`config.mk`:
```
export PLATFORM = sky130hd
export DESIGN_NAME = pll_cfg_sequencer
export DESIGN_NICKNAME = d
export VERILOG_FILES = /design/src/rtl/pll_cfg_sequencer.sv
export SDC_FILE = /design/constraint.sdc
export NUM_CORES = 1
export LEC_CHECK = 0
export CORE_MARGIN = 2
export CORE_UTILIZATION = 30
export CTS_BUF_LIST = sky130_fd_sc_hd__clkbuf_8
export DETAILED_ROUTE_END_ITERATION = 8
export PLACE_DENSITY = 0.57
export SLEW_MARGIN = 0
export SYNTH_ARGS = -nofsm -noshare
export SYNTH_HDL_FRONTEND = slang
export SYNTH_SLANG_ARGS = --single-unit
```
`constraint.sdc`:
```
create_clock -name clk_20Mz_i -period 1.8 [get_ports clk_20Mz_i]
set_input_delay 0.36 -clock clk_20Mz_i [delete_from_list [all_inputs] [get_ports clk_20Mz_i]]
set_output_delay 0.36 -clock clk_20Mz_i [all_outputs]
set_load 0.005 [all_outputs]
```
`src/rtl/pll_cfg_sequencer.sv`:
```
// Streams a table of 16-bit PLL configuration words to an SPI master and reports done/error.
// Optional lock supervision with retries is built when PLL_LOCK_CHECK_EN is defined.
module pll_cfg_sequencer #(
  parameter int NUM_WORDS    = 20,
  parameter int LOCK_TIMEOUT = 20000,
  parameter int MAX_RETRY    = 3
) (
  input  logic        clk_20Mz_i,
  input  logic        rstn_i,
  input  logic        start_i,
  input  logic        spi_busy_i,
  output logic        spi_en,
  output logic [15:0] spi_tx_data,
  output logic [4:0]  rom_addr_o,
  input  logic [15:0] rom_data_i,
  input  logic        pll_lock_i,
  output logic        busy_o,
  output logic        cfg_done_o,
  output logic        cfg_err_o
);

  typedef enum logic [3:0] {
    IDLE, FETCH, LOAD, SEND, WAIT_ACK, WAIT_DONE, LOCK_WAIT, DONE, ERROR
  } state_t;

  localparam logic [4:0] LAST_IDX    = 5'(NUM_WORDS - 1);
  localparam logic [3:0] ACK_TIMEOUT = 4'd8;

  state_t      state, state_nxt;
  logic [4:0]  word_idx, word_idx_nxt;
  logic [3:0]  ack_cnt, ack_cnt_nxt;
  logic        spi_en_nxt;
  logic        tx_load;
  logic        done_nxt, err_nxt;

`ifdef PLL_LOCK_CHECK_EN
  localparam int LW = (LOCK_TIMEOUT < 2) ? 1 : $clog2(LOCK_TIMEOUT + 1);
  localparam int RW = (MAX_RETRY < 1) ? 1 : $clog2(MAX_RETRY + 1);

  logic          lock_meta, lock_sync;
  logic [LW-1:0] lock_cnt, lock_cnt_nxt;
  logic [RW-1:0] retry_cnt, retry_cnt_nxt;
`else
  logic          unused_lock;
  assign unused_lock = pll_lock_i;
`endif

  assign rom_addr_o = word_idx;
  assign busy_o     = !(state inside {IDLE, DONE, ERROR});

  always_comb begin
    state_nxt    = state;
    word_idx_nxt = word_idx;
    ack_cnt_nxt  = ack_cnt;
    spi_en_nxt   = 1'b0;
    tx_load      = 1'b0;
    done_nxt     = cfg_done_o;
    err_nxt      = cfg_err_o;
`ifdef PLL_LOCK_CHECK_EN
    lock_cnt_nxt  = lock_cnt;
    retry_cnt_nxt = retry_cnt;
`endif
    case (state)
      IDLE, DONE, ERROR: begin
        if (start_i) begin
          word_idx_nxt = '0;
          done_nxt     = 1'b0;
          err_nxt      = 1'b0;
`ifdef PLL_LOCK_CHECK_EN
          retry_cnt_nxt = '0;
`endif
          state_nxt    = FETCH;
        end
      end
      FETCH: state_nxt = LOAD;
      LOAD: begin
        tx_load   = 1'b1;
        state_nxt = SEND;
      end
      SEND: begin
        if (!spi_busy_i) begin
          spi_en_nxt  = 1'b1;
          ack_cnt_nxt = '0;
          state_nxt   = WAIT_ACK;
        end
      end
      // busy is sampled during the pulse cycle and the 8 cycles after it
      WAIT_ACK: begin
        if (spi_busy_i) begin
          state_nxt = WAIT_DONE;
        end else if (ack_cnt == ACK_TIMEOUT) begin
          err_nxt   = 1'b1;
          state_nxt = ERROR;
        end else begin
          ack_cnt_nxt = ack_cnt + 4'd1;
        end
      end
      WAIT_DONE: begin
        if (!spi_busy_i) begin
          if (word_idx == LAST_IDX) begin
`ifdef PLL_LOCK_CHECK_EN
            lock_cnt_nxt = '0;
            state_nxt    = LOCK_WAIT;
`else
            done_nxt  = 1'b1;
            state_nxt = DONE;
`endif
          end else begin
            word_idx_nxt = word_idx + 5'd1;
            state_nxt    = FETCH;
          end
        end
      end
`ifdef PLL_LOCK_CHECK_EN
      LOCK_WAIT: begin
        if (lock_sync) begin
          done_nxt  = 1'b1;
          state_nxt = DONE;
        end else if (lock_cnt == LW'(LOCK_TIMEOUT - 1)) begin
          if (retry_cnt < RW'(MAX_RETRY)) begin
            retry_cnt_nxt = retry_cnt + 1'b1;
            word_idx_nxt  = '0;
            state_nxt     = FETCH;
          end else begin
            err_nxt   = 1'b1;
            state_nxt = ERROR;
          end
        end else begin
          lock_cnt_nxt = lock_cnt + 1'b1;
        end
      end
`endif
      default: state_nxt = IDLE;
    endcase
  end

  always_ff @(posedge clk_20Mz_i or negedge rstn_i) begin
    if (!rstn_i) begin
      state       <= IDLE;
      word_idx    <= '0;
      ack_cnt     <= '0;
      spi_en      <= 1'b0;
      spi_tx_data <= '0;
      cfg_done_o  <= 1'b0;
      cfg_err_o   <= 1'b0;
    end else begin
      state      <= state_nxt;
      word_idx   <= word_idx_nxt;
      ack_cnt    <= ack_cnt_nxt;
      spi_en     <= spi_en_nxt;
      cfg_done_o <= done_nxt;
      cfg_err_o  <= err_nxt;
      if (tx_load) spi_tx_data <= rom_data_i;
    end
  end

`ifdef PLL_LOCK_CHECK_EN
  // pll_lock_i is asynchronous to clk_20Mz_i, hence the two-flop synchronizer
  always_ff @(posedge clk_20Mz_i or negedge rstn_i) begin
    if (!rstn_i) begin
      lock_meta <= 1'b0;
      lock_sync <= 1'b0;
      lock_cnt  <= '0;
      retry_cnt <= '0;
    end else begin
      lock_meta <= pll_lock_i;
      lock_sync <= lock_meta;
      lock_cnt  <= lock_cnt_nxt;
      retry_cnt <= retry_cnt_nxt;
    end
  end
`endif

endmodule

```
* Yosys cells after proc, flatten, opt, wreduce, memory -nomap -nowiden
Index checks and enable logic that the tools add are counted.
** Storage, ports and cells
- Register bits :: 32
- Bits of input ports :: 21
- Logic and storage cells :: 64
** Cells by class
- Add/subtract/negate cells :: 2
- Equal/unequal tests :: 18
- Muxes and demuxes :: 25
- Reduce and logical (&&, ||, !) cells :: 12
** Operator list (number)
- $mux W4 :: 8
- $pmux W4 S6 :: 1
- $reduce_and A4 Y1 :: 5
- $ne A2 B2 Y1 const B :: 8
- $mux W5 :: 3
- $eq A4 B3 Y1 const B :: 3
- $pmux W5 S2 :: 1
- $eq A4 B2 Y1 const B :: 2
- $eq A4 B4 Y1 const B :: 2
- $mux W1 :: 8
- $pmux W4 S2 :: 1
- $reduce_bool A2 Y1 :: 3
- $add A5 B1 Y5 const B :: 1
- $eq A5 B5 Y1 const B :: 1
- $add A4 B1 Y4 const B :: 1
- $eq A4 B1 Y1 const B :: 1
- $logic_not A4 Y1 :: 1
- $pmux W1 S2 :: 2
- $mux W3 :: 1
- $ne A3 B3 Y1 const B :: 1
- $reduce_bool A3 Y1 :: 1
- $reduce_or A3 Y1 :: 1
- $logic_not A1 Y1 :: 1

* Depth between registers and ports, before layout
- Depth after elaboration :: 4
- Gate-level depth with buffers :: 6

* Worst setup path after synthesis
No wires, ideal clock.
- Path type :: reg-to-reg
- Start :: register state[3]
- End :: register spi_tx_data[0]
- Library setup time :: 0.125 ns
- Data arrival time :: 1.460 ns
- Required time :: 1.675 ns
- Setup slack :: 0.215 ns
- Cell stages (with the launch flop) :: 5
- Path buffers :: 2
- Cell sequence :: dfrtp_1 -> buf_6 -> nor4_4 -> buf_6 -> mux2_2
** Between the ends
- Word-level cells in the longest chain between the ends :: 2
** Ends and longest elaborated chain
- start: declaration :: RTL line 29 : state_t state, state_nxt;
- start signal: assignment :: RTL line 147 : state <= state_nxt;
- $eq A4 B2 Y1 :: RTL line 63 : case (state)
- $mux W1 :: RTL line 63
- end signal: assignment :: RTL line 153 : if (tx_load) spi_tx_data <= rom_data_i;
- end: declaration :: RTL line 13 : output logic [15:0] spi_tx_data,
No other way between the ends.
A chain may end at the register's enable or synchronous reset.

* Worst setup path in the final report
- Start :: register state[1]
- End :: register state[2]
** Between the ends
- Word-level cells in the longest chain between the ends :: 4
- Elaborated cells on any way between the ends :: 15
- Classes of those cells :: eq/ne (11); mux (1); reduce/logical (3)
** Ends and longest elaborated chain (RTL line)
- $eq A4 B3 Y1, or another cell as far along :: 63
- $reduce_or A3 Y1 :: 63
- $ne A2 B2 Y1 (no line)
- $reduce_and A4 Y1 (no line)
Several ways; a longest one is shown, not always the timed one.

==> impl_results.md <==
- Initial Util: 31.7%
- DR iter-0 viols: 48
- P_leak: 0.987 nW
- Total track usage: between 10% and 20%
- Syn-to-layout area delta: 43.7%
- Core Area: around 5200 sq um
- Wire per inst: roughly 14 microns
- Port bufs: 44
- CTS Buf Count: 5
- Die Wd: slightly below 80 microns
- Worst VDD drop: 578 uV
- Initial antenna violation count: 0
- WS Path Type: reg2reg
- Antenna-violating nets left: 0
- Largest net degree at the start of global routing: 33
- Fillers: 501
- First-pass GRT wire length: 6580 microns
- CP startpoint kind: flip-flop
- CP peak stage delay: 0.39 ns
- Seq/Total Area, Yosys: about half
- Height of the die: just under 80 microns
- Htree depth: 2
- DR vias/cell: between 4 and 5
- Worst-margin pin slew: between 0.4 and 0.5 ns
- Flops & latches, synth: 32
- Slew margin rel.: approximately 73%
- Setup TNS: 0 ns
- RSZ-0062 raised after global routing: false
- Status: finished, final reports clean
- Synth top cells by count: dfrtp_1 (32), mux2_2 (18), o21ai_0 (9)
- Dpl hpwl: ~2900 microns
- Worst Skew: just under 0.003 ns
- Top cell type's share of synthesized area: roughly half
- Synth Flop Type: dfrtp_1
- CP Cell Sequence: buf_4, or2b_1, a311oi_2, nor2_1, mux2_1
- Drt first pass iters: 4
- Fin. Hold Viols: 0
- Yosys Warn Count: 0
- Final period utilization: about 92%
- CP max stage cell: dfrtp_1
- Fin cells: ~270
- PD cells: around 1500 nW/um^2
- Final Critical Period: ~1.7 ns
- Die footprint: approximately 6000 sq um
- Netlist cell types: 46
- Critical path arrival: around 1.8 ns
- Endpoints failing setup: 0
- Root buf cell: clkbuf_8
- Routed wire length: between 3000 and 4000 microns
- I/O Pins: 46
- Dominant cell by count in the synthesized netlist: dfrtp_1
- Post-Synthesis Cells: between 100 and 150
- Final Util: 45.5%
- Post-synth ARST share: between 90% and 100%
- Std-Cell Rows: 26
- WP data required: between 1.5 and 2 ns
- Clock-pin transition on the worst setup and hold timing paths: roughly 0.07 ns
- DRC errors left: 0
- CTS tree: done
- Post-synth EDFFs: 0
- Cell family with most CP delay: flip-flops
- Vias in the first global route: between 1000 and 1500
- Dpl cells: 264
- Mapped Area: 1650 sq um
- Clk buf depth: 2
- Remaining Overflow, GRT: 0
- WP buf/inv: 1
- Fin. max-slew vios: 0
- # hold bufs at CTS: 0
- Fmax: ~0.6 GHz
- Largest area contributor in the netlist: dfrtp_1
- RePlAce Congestion: 0.791
- Final #Nets: roughly 230
- Diodes inserted: 0
- Share of layout cells above drive strength 1: a little over a quarter
- Synth top area cells: dfrtp_1 (49%), mux2_2 (12%), buf_6 (3.4%)
- CTS sink cnt: 32
- Vias: roughly 1300
- Clk_lat worst skew: approximately 0.28 ns
- Syn nets: 165
- Worst hold path class: in2async
- Peak fanout along the critical path: 11
- Synth Area per Inst: ~12 sq um
- Max-Cap Viols: 0
- Crit end category: flip-flop
-- final cells by class --
| type | count | area (sq um) | share of cell area (%) |
|---|---|---|---|
| well taps | 70 | 87.6 | 3.70 |
| clock buffers | 6 | 82.6 | 3.49 |
| multi-input cells | 95 | 772 | 32.6 |
| clock inverters | 2 | 11.3 | 0.476 |
| inverters | 6 | 22.5 | 0.951 |
| flip-flops and latches | 32 | 801 | 33.8 |
| repair buffers | 63 | 591 | 24.9 |
-- sequential cells by signal (all words and copies together) (netlist names) --
name	flops
ack_cnt	4
cfg_done_o	1
cfg_err_o	1
rom_addr_o	5
spi_en	1
spi_tx_data	16
state	4
-- layer usage --
| metal | up-vias | track usage, % | part of all wire (%) |
|---|---|---|---|
| li1 | 638 | - | - |
| met5 | - | 0 | 0 |
| met1 | 659 | 16.1 | 43 |
| met4 | 0 | 4.74 | 1.0 |
| met3 | 4 | 4.02 | 3.3 |
| met2 | 24 | 23.3 | 53 |
-- final timing paths --
path,cells past startpoint,from,slack [ns],end
min in group clk_20Mz_i,1,spi_tx_data[5]$_DFFE_PN0P_,0.51,spi_tx_data[5]$_DFFE_PN0P_
hold / removal,2,rstn_i,0.48,spi_tx_data[9]$_DFFE_PN0P_
max in group asynchronous,2,rstn_i,1.02,state[1]$_DFFE_PN0P_
setup / recovery,5,state[1]$_DFFE_PN0P_,0.14,state[2]$_DFFE_PN0P_
setup reg to reg,5,state[1]$_DFFE_PN0P_,0.14,state[2]$_DFFE_PN0P_
hold reg to reg,1,spi_tx_data[5]$_DFFE_PN0P_,0.51,spi_tx_data[5]$_DFFE_PN0P_
-- power breakdown --
| part | internal [W] | switching (W) |
|---|---|---|
| registers | 0.00100 | 0.000168 |
| logic | 0.00111 | 0.000717 |
| clock network | 0.000305 | 0.000262 |
-- timing repair --
action                     CTS  global route
setup endpoints to repair    1             1
resized for setup            4             2
pin swaps                    0             2
buffers inserted             1             1
-- stage by stage --
step / worst slack, ns / area (sq um) / hold slack (ns) / power [W]
after floorplan: 0.215 / 1650 / 0.0644 / 0.00212
after global placement: -0.0924 / 2250 / 0.492 / 0.00290
after detailed placement: -0.121 / 2250 / 0.497 / 0.00296
after CTS: 0.0216 / 2360 / 0.498 / 0.00358
after global routing: 0.0651 / 2370 / 0.524 / 0.00380
final: 0.136 / 2370 / 0.484 / 0.00357
-- cells in the final DEF, fill, tap and decap left out, drive strengths merged, types with 3 or more instances in the layout --
| master | count |
|---|---|
| ha | 3 |
| nand2 | 7 |
| dfrtp | 32 |
| mux2 | 19 |
| inv | 7 |
| a21oi | 4 |
| a31oi | 3 |
| o21ai | 9 |
| nor3 | 3 |
| buf | 19 |
| clkbuf | 7 |
| or2b | 4 |
| clkdlybuf4s50 | 43 |
| nor4 | 3 |
| nor2b | 3 |
| nor2 | 6 |
-- worst register-to-register path, cell delays in order, from the launching register on --
cell and delay [ns]:
dfrtp_1 0.39, buf_4 0.18, or2b_1 0.26, a311oi_2 0.33, nor2_1 0.08, mux2_1 0.31
-- cells by family (layout without fill, tap and decap cells) --
group | count (synthesis) | in the layout | synth area share (%)
muxes | 19 | 19 | 13.0
buffers and inverters | 14 | 77 | 5.54
and+or+nand+nor | 41 | 41 | 17.2
xor gates and xnor gates | 2 | 2 | 1.06
AOI/OAI and AO/OA | 30 | 30 | 12.3
adders and majority gates | 3 | 3 | 2.28
DFF | 32 | 32 | 48.6
Power figures use the tool's default switching activity.
